===== src/rtl/mips_pkg.sv =====
// rtl/mips_pkg.sv - shared types and constants for the MIPS boot loader
package mips_pkg;

  localparam int ADDR_W_DEF     = 7;
  localparam int DATA_W_DEF     = 32;
  localparam int BYTES_PER_WORD = 4;

  typedef enum logic [2:0] {
    IDLE  = 3'd0,
    DATA  = 3'd1,
    CHECK = 3'd2,
    DONE  = 3'd3,
    ERROR = 3'd4
  } loader_state_t;

endpackage


===== src/rtl/loader_word_packer.sv =====
// rtl/loader_word_packer.sv - packs big-endian bytes into words, pulses word_ready on the last byte
module loader_word_packer
  import mips_pkg::*;
#(
  parameter int DATA_W = DATA_W_DEF
) (
  input  logic              clk,
  input  logic              rst,
  input  logic              clear,
  input  logic              in_valid,
  input  logic [7:0]        in_data,
  output logic              word_ready,
  output logic [DATA_W-1:0] word
);

  localparam int CNT_W = $clog2(BYTES_PER_WORD);

  // Only the first three bytes need storage; the fourth is taken straight from in_data.
  logic [DATA_W-9:0] shift_q, shift_d;
  logic [CNT_W-1:0]  cnt_q, cnt_d;

  assign word       = {shift_q, in_data};
  assign word_ready = in_valid && !clear && (cnt_q == CNT_W'(BYTES_PER_WORD - 1));

  always_comb begin
    shift_d = shift_q;
    cnt_d   = cnt_q;
    if (clear) begin
      shift_d = '0;
      cnt_d   = '0;
    end else if (in_valid) begin
      shift_d = word[DATA_W-9:0];
      cnt_d   = cnt_q + 1'b1;
    end
  end

  always_ff @(posedge clk) begin
    if (rst) begin
      shift_q <= '0;
      cnt_q   <= '0;
    end else begin
      shift_q <= shift_d;
      cnt_q   <= cnt_d;
    end
  end

endmodule


===== src/rtl/mips_prog_loader.sv =====
// rtl/mips_prog_loader.sv - loads a checksummed byte frame into RAM and releases the CPU reset
module mips_prog_loader
  import mips_pkg::*;
#(
  parameter int ADDR_W = ADDR_W_DEF,
  parameter int DATA_W = DATA_W_DEF
) (
  input  logic              clk,
  input  logic              rst,
  input  logic              reload,
  input  logic              rx_valid,
  input  logic [7:0]        rx_data,
  output logic              mem_we,
  output logic [ADDR_W-1:0] mem_addr,
  output logic [DATA_W-1:0] mem_wdata,
  output logic              cpu_rst,
  output logic              busy,
  output logic              done,
  output logic              err
);

  // One extra bit so a full 2**ADDR_W-word frame is countable without wrapping.
  localparam int CNT_W = ADDR_W + 1;

  loader_state_t     state_q, state_d;
  logic [CNT_W-1:0]  wcnt_q, wcnt_d;
  logic [CNT_W-1:0]  last_q, last_d;
  logic [7:0]        acc_q, acc_d;
  logic              mem_we_q, mem_we_d;
  logic [ADDR_W-1:0] addr_q, addr_d;
  logic [DATA_W-1:0] wdata_q, wdata_d;

  logic              pk_clear;
  logic              pk_valid;
  logic              pk_ready;
  logic [DATA_W-1:0] pk_word;

  loader_word_packer #(.DATA_W(DATA_W)) u_packer (
    .clk        (clk),
    .rst        (rst),
    .clear      (pk_clear),
    .in_valid   (pk_valid),
    .in_data    (rx_data),
    .word_ready (pk_ready),
    .word       (pk_word)
  );

  always_comb begin
    state_d  = state_q;
    wcnt_d   = wcnt_q;
    last_d   = last_q;
    acc_d    = acc_q;
    mem_we_d = 1'b0;
    addr_d   = addr_q;
    wdata_d  = wdata_q;
    pk_clear = 1'b0;
    pk_valid = 1'b0;

    if (reload) begin
      // Dropping the packer contents also kills any write that would issue next cycle.
      state_d  = IDLE;
      pk_clear = 1'b1;
    end else begin
      unique case (state_q)
        IDLE: begin
          pk_clear = 1'b1;
          if (rx_valid) begin
            last_d  = (rx_data == 8'd0) ? CNT_W'((1 << ADDR_W) - 1)
                                        : CNT_W'(rx_data) - CNT_W'(1);
            wcnt_d  = '0;
            acc_d   = 8'd0;
            state_d = DATA;
          end
        end
        DATA: begin
          pk_valid = rx_valid;
          if (rx_valid) begin
            acc_d = acc_q ^ rx_data;
          end
          if (pk_ready) begin
            mem_we_d = 1'b1;
            addr_d   = wcnt_q[ADDR_W-1:0];
            wdata_d  = pk_word;
            wcnt_d   = wcnt_q + 1'b1;
            if (wcnt_q == last_q) begin
              state_d = CHECK;
            end
          end
        end
        CHECK: begin
          if (rx_valid) begin
            state_d = (rx_data == acc_q) ? DONE : ERROR;
          end
        end
        DONE:    state_d = DONE;
        ERROR:   state_d = ERROR;
        default: state_d = IDLE;
      endcase
    end
  end

  always_ff @(posedge clk) begin
    if (rst) begin
      state_q  <= IDLE;
      wcnt_q   <= '0;
      last_q   <= '0;
      acc_q    <= 8'd0;
      mem_we_q <= 1'b0;
      addr_q   <= '0;
      wdata_q  <= '0;
    end else begin
      state_q  <= state_d;
      wcnt_q   <= wcnt_d;
      last_q   <= last_d;
      acc_q    <= acc_d;
      mem_we_q <= mem_we_d;
      addr_q   <= addr_d;
      wdata_q  <= wdata_d;
    end
  end

  assign mem_we    = mem_we_q;
  assign mem_addr  = addr_q;
  assign mem_wdata = wdata_q;
  assign busy      = (state_q == DATA) || (state_q == CHECK);
  assign done      = (state_q == DONE);
  assign err       = (state_q == ERROR);
  assign cpu_rst   = (state_q != DONE);

endmodule


===== config.mk =====
export PLATFORM = sky130hd
export DESIGN_NAME = mips_prog_loader
export DESIGN_NICKNAME = d
export VERILOG_FILES = /design/src/rtl/mips_pkg.sv /design/src/rtl/loader_word_packer.sv /design/src/rtl/mips_prog_loader.sv
export SDC_FILE = /design/constraint.sdc
export NUM_CORES = 1
export LEC_CHECK = 0
export BUFFER_PORTS_ARGS = -buffer_cell sky130_fd_sc_hd__buf_2
export CAP_MARGIN = 10
export CORE_MARGIN = 5
export CORE_UTILIZATION = 55
export DETAILED_ROUTE_END_ITERATION = 7
export GPL_TIMING_DRIVEN = 0
export PLACE_DENSITY = 0.89
export REMOVE_ABC_BUFFERS = 1
export SYNTH_ARGS = -nofsm -noshare
export SYNTH_HDL_FRONTEND = slang
export SYNTH_HIERARCHICAL = 1
export SYNTH_SLANG_ARGS = --single-unit

===== constraint.sdc =====
create_clock -name clk -period 6.2 [get_ports clk]
set_clock_uncertainty 0.1 [all_clocks]
set_input_delay 0.31 -clock clk [delete_from_list [all_inputs] [get_ports clk]]
set_output_delay 0.31 -clock clk [all_outputs]
set_load 0.02 [all_outputs]

After elaboration in Yosys (flattened, before gate mapping) --
Index checks and enable logic that the tools add are counted.
Cells by class: reductions and logical operators 15, shifts and indexed selects 0, eq/ne operators 13, div/mod/pow operators 0, multiply operators 0, bitwise gates (word level) 3, order comparisons 0, muxes and demuxes 17, add/subtract/negate cells 3
Operators by type and width (count):
- $mux 8 | 4
- $pmux 8 s2 | 2
- $eq 8x8->1 | 2
- $mux 3 | 5
- $pmux 3 s5 | 1
- $reduce_and 4->1 | 3
- $ne 2x2->1 const B | 5
- $add 8x1->8 const B | 1
- $logic_not 8->1 | 1
- $sub 8x1->8 const B | 1
- $xor 8x8->8 | 1
- $eq 3x2->1 const B | 2
- $reduce_and 3->1 | 2
- $mux 1 | 5
- $reduce_or 2->1 | 2
- $eq 3x1->1 const B | 1
- $eq 3x3->1 const B | 1
- $logic_not 3->1 | 1
- $ne 3x2->1 const B | 1
- $reduce_or 3->1 | 1
- $add 2x1->2 const B | 1
- $eq 2x2->1 const B | 1
- $logic_and 1x1->1 | 2
- $not 1->1 | 2
- other kinds (3) | 3
Storage, ports and cells: bits in writable memories 0, logic and storage cells 60, input port bits 12, memories 0, latch bits 0, memory bits (read-only) 0, output and inout port bits 44, flip-flop bits (word level) 93

Logic depth before layout (Yosys ltp) --
Gate-level depths: netlist of run 1.
depth in word-level cells 8, depth in mapped cells 12, depth with buffers taken out 7

Cells and area by module --
The synthesis of run 1 kept the hierarchy.
By module, submodules not included:
- mips_prog_loader | instances 1, seq. area each 1341.3 sq um, cells each 366, area an instance 2975.4 sq um
- loader_word_packer | instances 1, seq. area each 520.5 sq um, cells each 95, area an instance 1043.5 sq um

Worst setup path after synthesis of run 1 --
OpenSTA, ideal clock, no wires.
path kind reg2reg, from register state_q[2], to register wcnt_q[7], clock period less this slack 2527 ps, path buffers 4, arrival time 2357 ps, slack 3673 ps, stages on the path, launching flop included 12, setup time 70 ps, required time 6030 ps, path through dfxtp_1 > buf_6 > nor3_4 > buf_4 > and2_1 > buf_6 > buf_6 > and3b_2 > mux2_2 > nand4_1 > or3_1 > a21oi_1
On the way: elaborated cells on any way between the ends 14, those cells by class eq/ne (3); mux (5); reduce/logical (6)
RTL lines:
- from (decl) | RTL line mips_prog_loader.sv:25 | loader_state_t state_q, state_d;
- from (signal assigned) | RTL line mips_prog_loader.sv:112 | state_q <= state_d;
- $eq 3x1->1 | RTL line mips_prog_loader.sv:64 | unique case (state_q)
- $mux 1 | RTL line mips_prog_loader.sv:64
- $mux 1 | RTL line mips_prog_loader.sv:59 | if (reload) begin
- named net pk_valid | RTL line mips_prog_loader.sv:34 | logic pk_valid;
- $logic_and 1x1->1 (2 in series) | RTL line loader_word_packer.sv:23 | assign word_ready = in_valid && !clear && (cnt_q == CNT_W'(BYTES_PER_WORD - 1));
- named net pk_ready | RTL line mips_prog_loader.sv:35 | logic pk_ready;
- $ne 2x2->1 (no line)
- $reduce_and 4->1 (no line)
- to (signal assigned) | RTL line mips_prog_loader.sv:113 | wcnt_q <= wcnt_d;
- to (decl) | RTL line mips_prog_loader.sv:26 | logic [CNT_W-1:0] wcnt_q, wcnt_d;
The timed path passes the listed nets, and every way through them passes these cells. A chain may end at the register's enable or synchronous reset.

Worst setup path after layout of run 1 --
from register state_q[1], to register wdata_q[12], in the netlist mem_wdata[12]
On the way: elaborated cells on any way between the ends 10, those cells by class eq/ne (1); mux (4); reduce/logical (5)
RTL lines:
- $eq 3x1->1 | RTL line mips_prog_loader.sv:64
- $mux 1 | RTL line mips_prog_loader.sv:64
- $mux 1 | RTL line mips_prog_loader.sv:59
- named net pk_valid | RTL line mips_prog_loader.sv:34
- $logic_and 1x1->1 (2 in series) | RTL line loader_word_packer.sv:23
- named net pk_ready | RTL line mips_prog_loader.sv:35
- $reduce_and 3->1 (no line)
- to (signal assigned) | RTL line mips_prog_loader.sv:118 | wdata_q <= wdata_d;
- to (decl) | RTL line mips_prog_loader.sv:31 | logic [DATA_W-1:0] wdata_q, wdata_d;
The timed path passes the listed nets, and every way through them passes these cells.

==> reports/results.ini, run 1 <==
[route]
drtIter0Drc=153
detail_route.wl_per_cell_um=13.2
wl_mm=7.83
drc=0
ant_nets=0
dr_total_vias=3136
viasPerCell=5.30
firstDrtPassIters=4

[pwr]
irDropWorstVdd_uv=161
p_leak_nw=1.61
power.density_mw_per_mm2=252

[clocking]
h-tree-depth=3
cts_resized=0
cts_buffers=9
clock-sinks=93
cts_root_buf=clkbuf_8
clockBufferDepth=2
clkTransAtPathRegs_ps=90
cts_tree=done
clkLatencyLatePin_ps=360
cts_setup_buffers=0
cts_hold_buf=0

[global_routing]
gr-total-overflow=0
grt_max_degree=62
grt_pass1_vias=2985
antenna_found_initial=0
grt_pass1_wl_mm=13.1
grt.total_usage_pct=18.1

[logic_synthesis]
synth_seq_cells=93
ys.flop_type=dfxtp_1
ys_seq_area_share_pct=46.3
synth_top_area_share_pct=46.3
synth_cells=461
post-synth-top-area-cell=dfxtp_1
ys_async_sr_fraction_pct=0
synth_most_common_cell=dfxtp_1
netlist_area_mm2=0.00402
yosys_warnings=6
synth_area_leaders=dfxtp_1 (46%), nand2_1 (7.8%), mux2i_1 (6.5%)
ys_types=44
postSynthAreaPerCell_um2=8.72
synth-edff-count=0
synth_common_cells=dfxtp_1 (93), nand2_1 (84), a21oi_1 (50)

[setup_path]
critPathArrivalTime_ps=3740
critPathCaptureType=flop
start_kind=flop
crit_start=state_q[1]
path_class=reg -> reg
critPathRequiredTime_ps=6380
r2r_start=state_q[1]
path_max_fanout=27

[sta]
drv_slew=0
hold_viol_final=0
setup_viol=0
max_freq_mhz=280
setup_tns_ps=0
fin_crit_sh_pct=57.5
min_period_ps=3570
max_slew_margin_pct=27.6
rsz0062_at_grt=false
tightest_slew_ps=1090

[floorplan]
placementRows=31
coreArea_mm2=0.00718
chipWidth_um=95.5
start_util_pct=56.0
io_pins=56
dieArea_mm2=0.00912
dieHeight_um=95.5

[layout]
syn2layout_area_growth_pct=9.59
layout-drive-gt1-share_pct=17.4
diodes=0
layout.cells.non_filler=592
nNetsFinal=504

[run]
max_cap_violations=0

[status]
outcome=finished, final reports clean

[worst_hold_path]
hp-class=in -> reg
hp-start=reload

[placed_design]
gp_congestion=0.829
place.port_buffers=55
dp_hpwl_mm=5.40
dpl.cell_count=576

==> cell families (layout without fill, tap and decap cells) <==
logic type               count (synthesis)  in the layout  synth area share (%)
AND/OR/NAND/NOR                        198            198                  22.9
flip-flops                              93             93                  46.3
AO/OA/AOI/OAI                           67             67                  9.68
buffers and inverters                   44             76                  7.04
XOR/XNOR                                28             28                  6.10
multiplexers                            27             27                  6.76
adder cells (fa/ha/maj)                  4              4                  1.25
==> placed cells by master (no fill, tap or decap), drive strengths merged, types with 4 or more instances in the layout <==
cell type,n
nor4,4
inv,6
o21ai,4
clkbuf,10
nand4,6
nand2b,4
mux2i,26
or2,11
nand2,85
xnor2,14
dfxtp,93
a21oi,50
xor2,14
nand3,19
nor2,48
and2,6
buf,56
ha,4
a211oi,6
nor3,5
==> per-layer routing <==
layer	GRT usage, %	routed length (µm)	vias to the layer above
met5	0	0	-
met4	9.12	174	0
met3	4.10	394	15
met2	31.8	3850	69
met1	20.6	3410	1474
li1	-	-	1578
==> registers in the layout, indices dropped and copies added, names as in the netlist <==
name / cells
state_q: 3
mem_addr: 7
u_packer/shift_q: 24
wcnt_q: 8
u_packer/cnt_q: 2
mem_we: 1
acc_q: 8
mem_wdata: 32
last_q: 8
==> final cells by class <==
type | instances | area [µm²]
clock inverters | 6 | 92.6
repair buffers | 56 | 303
inverters | 4 | 15.0
fillers | 622 | 2770
clock buffers | 10 | 128
well taps | 99 | 124
flip-flops and latches | 93 | 1860
multi-input cells | 324 | 1880
==> metrics by stage <==
step                utilization [%]  power, W  cell area (µm²)  setup WS [ps]  hold slack, ps
finish                         61.4   0.00111             4400           2630             136
global route                   61.4   0.00115             4400           2290             140
CTS                            61.4   0.00112             4400           2590             119
detailed placement             58.3  0.000683             4180           2600             343
global placement               57.8  0.000679             4150           1740             338
floorplan                         -  0.000656             3750           2750             279
==> worst paths after layout <==
check        slack, ps       endpoint  cells after the start
min                140     state_q[2]                      2
min reg2reg        350  mem_wdata[20]                      2
max reg2reg       2630  mem_wdata[12]                      7
max               2630  mem_wdata[12]                      7
==> power breakdown <==
group / internal (W) / total [W] / leakage [nW] / switching (W)
logic: 0.0000215 / 0.0000616 / 0.757 / 0.0000401
registers: 0.000602 / 0.000608 / 0.751 / 0.00000578
clock network: 0.000230 / 0.000442 / 0.104 / 0.000212
total: 0.000854 / 0.00111 / 1.61 / 0.000258
==> worst max-delay path, cell delays in order (launching register included) <==
cell and delay, ps:
dfxtp_1 440, nor3_4 660, and2_2 800, and3b_2 350, and3_1 700, buf_16 230, nand2_1 60, a21oi_1 140
No activity file was read; power rests on OpenSTA's default activity.
==> inputs of run 2 (changes only) <==
--- a/config.mk
+++ b/config.mk
@@ -8,10 +8,10 @@
 export BUFFER_PORTS_ARGS = -buffer_cell sky130_fd_sc_hd__buf_2
 export CAP_MARGIN = 10
 export CORE_MARGIN = 5
-export CORE_UTILIZATION = 55
+export CORE_UTILIZATION = 51
 export DETAILED_ROUTE_END_ITERATION = 7
 export GPL_TIMING_DRIVEN = 0
-export PLACE_DENSITY = 0.89
+export PLACE_DENSITY = 0.87
 export REMOVE_ABC_BUFFERS = 1
 export SYNTH_ARGS = -nofsm -noshare
 export SYNTH_HDL_FRONTEND = slang
==> constraint.sdc (replaced) <==
create_clock -name clk -period 3.01 [get_ports clk]
set_clock_uncertainty 0.1 [all_clocks]
set_input_delay 0.1505 -clock clk [delete_from_list [all_inputs] [get_ports clk]]
set_output_delay 0.1505 -clock clk [all_outputs]
set_load 0.02 [all_outputs]
==> reports/results.ini, run 2 (synthesis gave the netlist of run 1 again) <==
[run]
max_cap_violations=0

[floorplan]
start_util_pct=52.3
chipWidth_um=98.8
io_pins=56
dieArea_mm2=0.00976
dieHeight_um=98.8
placementRows=32
coreArea_mm2=0.00769

[pwr]
power_frac_comb_pct=5.8
power.density_mw_per_mm2=505
power_switching_w=0.000535
irDropWorstVdd_uv=358
power_frac_clock_pct=38.3
p_leak_nw=1.63
sw_frac_of_total_pct=23.9
p_total_w=0.00224
p_int_w=0.00171
sequentialPowerShare_pct=55.9

[worst_hold_path]
hp-class=in -> reg
hold_end=mem_wdata[6]
hp-start=rx_data[6]
worstHoldPathCells=3

[global_routing]
grt_pass1_wl_mm=14.0
grt.total_usage_pct=17.0
grt_max_degree=62
antenna_found_initial=0
gr-total-overflow=0
grt_pass1_vias=3101

[sta]
fin_crit_sh_pct=88.2
hold_viol_final=0
setup_viol=0
max_freq_mhz=377
rsz0062_at_grt=false
whs_ps=17.3
max_slew_margin_pct=27.1
drv_slew=0
min_period_ps=2650
tightest_slew_ps=1090

[route]
wl_mm=8.30
ant_nets=0
viasPerCell=5.37
dr_total_vias=3219
drc=0
drtIter0Drc=133
firstDrtPassIters=4
detail_route.wl_per_cell_um=13.9

[clocking]
cts_buffers=9
clkTransAtPathRegs_ps=90
clkLatencyLatePin_ps=350
clockBufferDepth=2
cts_tree=done
h-tree-depth=3
cts_root_buf=clkbuf_8
clock-sinks=93

[placed_design]
dp_hpwl_mm=5.48
gp_congestion=0.834
place.port_buffers=55

[layout]
syn2layout_area_growth_pct=10.5
fill_cells=682
nNetsFinal=508
layout-drive-gt1-share_pct=18.1
mostFrequentLayoutCell=dfxtp_1
largest_reg_flops=32
final_cell_mix=dfxtp_1 (92), nand2_1 (84), buf_2 (55)
diodes=0

[setup_path]
critPathCaptureType=flop
rr_endpoint=mem_wdata[24]
r2r_slack_ps=360
crit_family=simple AND/OR/NAND/NOR gates
max_stage_delay_ps=500
critPathArrivalTime_ps=2820
path_class=reg -> reg
crit_chain=and2_1, and2_4, and3b_2, and3_2, buf_16, nand2_1, a21oi_1
start_kind=flop
path_max_fanout=21
crit_slowest_cell=dfxtp_2
critPathRequiredTime_ps=3180
crit_buf_inv=1
r2r_start=state_q[0]
reg2regPathDepth=7

[status]
outcome=finished, final reports clean

run 2: how the worst max path moves through the flow:
| stage | start | end | slack, ps | cells past startpoint |
|---|---|---|---|---|
| after floorplan | state_q[1] | mem_addr[0] | -440 | 6 |
| after global placement | state_q[1] | mem_addr[1] | -1470 | 6 |
| after detailed placement | state_q[1] | mem_wdata[13] | -620 | 6 |
| after CTS | state_q[0] | mem_wdata[24] | 40 | 7 |
| after global routing | state_q[0] | mem_wdata[21] | 170 | 7 |
| final | state_q[0] | mem_wdata[24] | 360 | 7 |
run 2: layout make-up:
class / instances / area, µm² / share of cell area (%)
multi-input combinational: 325 / 1900 / 42.7
sequential: 93 / 1860 / 41.9
timing repair buffer: 59 / 330 / 7.44
clock buffer: 11 / 141 / 3.18
tap: 102 / 128 / 2.87
clock inverter: 5 / 66.3 / 1.49
inverter: 4 / 15.0 / 0.338
run 2: repair_timing:
item / 4_1_cts / 5_1_grt
gates cloned: 0 / 1
hold buffers: 2 / 0
pin swaps: 1 / 1
buffers inserted: 1 / 0
resized for setup: 3 / 1
endpoints found under the hold margin: 2 / 0
setup endpoints to repair: 48 / 41
run 2: routing by layer:
layer	track usage, %	vias to the layer above	part of all wire [%]
met4	5.99	0	2.0
met1	20.0	1529	43
li1	-	1585	-
met2	30.0	81	49
met5	0	-	0
met3	4.10	24	5.1
run 2: per-stage QoR:
stage                     util (%)  TNS (ps)  std cells  setup slack (ps)  instance area (µm²)
final                         57.8         0        599               356                 4440
after global routing          57.8         0        599               167                 4440
after CTS                     57.7         0        598              38.3                 4430
after detailed placement      54.5    -24110        579              -618                 4190
after global placement        54.0    -63190        578             -1470                 4150
after floorplan                  -    -17670        421              -440                 3750
run 2: worst register-to-register path, cell delays in order, from the launching register on:
cell and delay, ps:
dfxtp_2 500, and2_1 400, and2_4 400, and3b_2 300, and3_2 460, buf_16 210
nand2_1 80, a21oi_1 130
run 2: power groups by stage:
stage	Combinational [W]	Sequential (W)	Clock, W
after floorplan	0.0000734	0.00128	0
after global placement	0.000118	0.00128	0
after detailed placement	0.000124	0.00128	0
after CTS	0.000129	0.00125	0.000875
after global routing	0.000143	0.00126	0.000928
final	0.000130	0.00125	0.000858
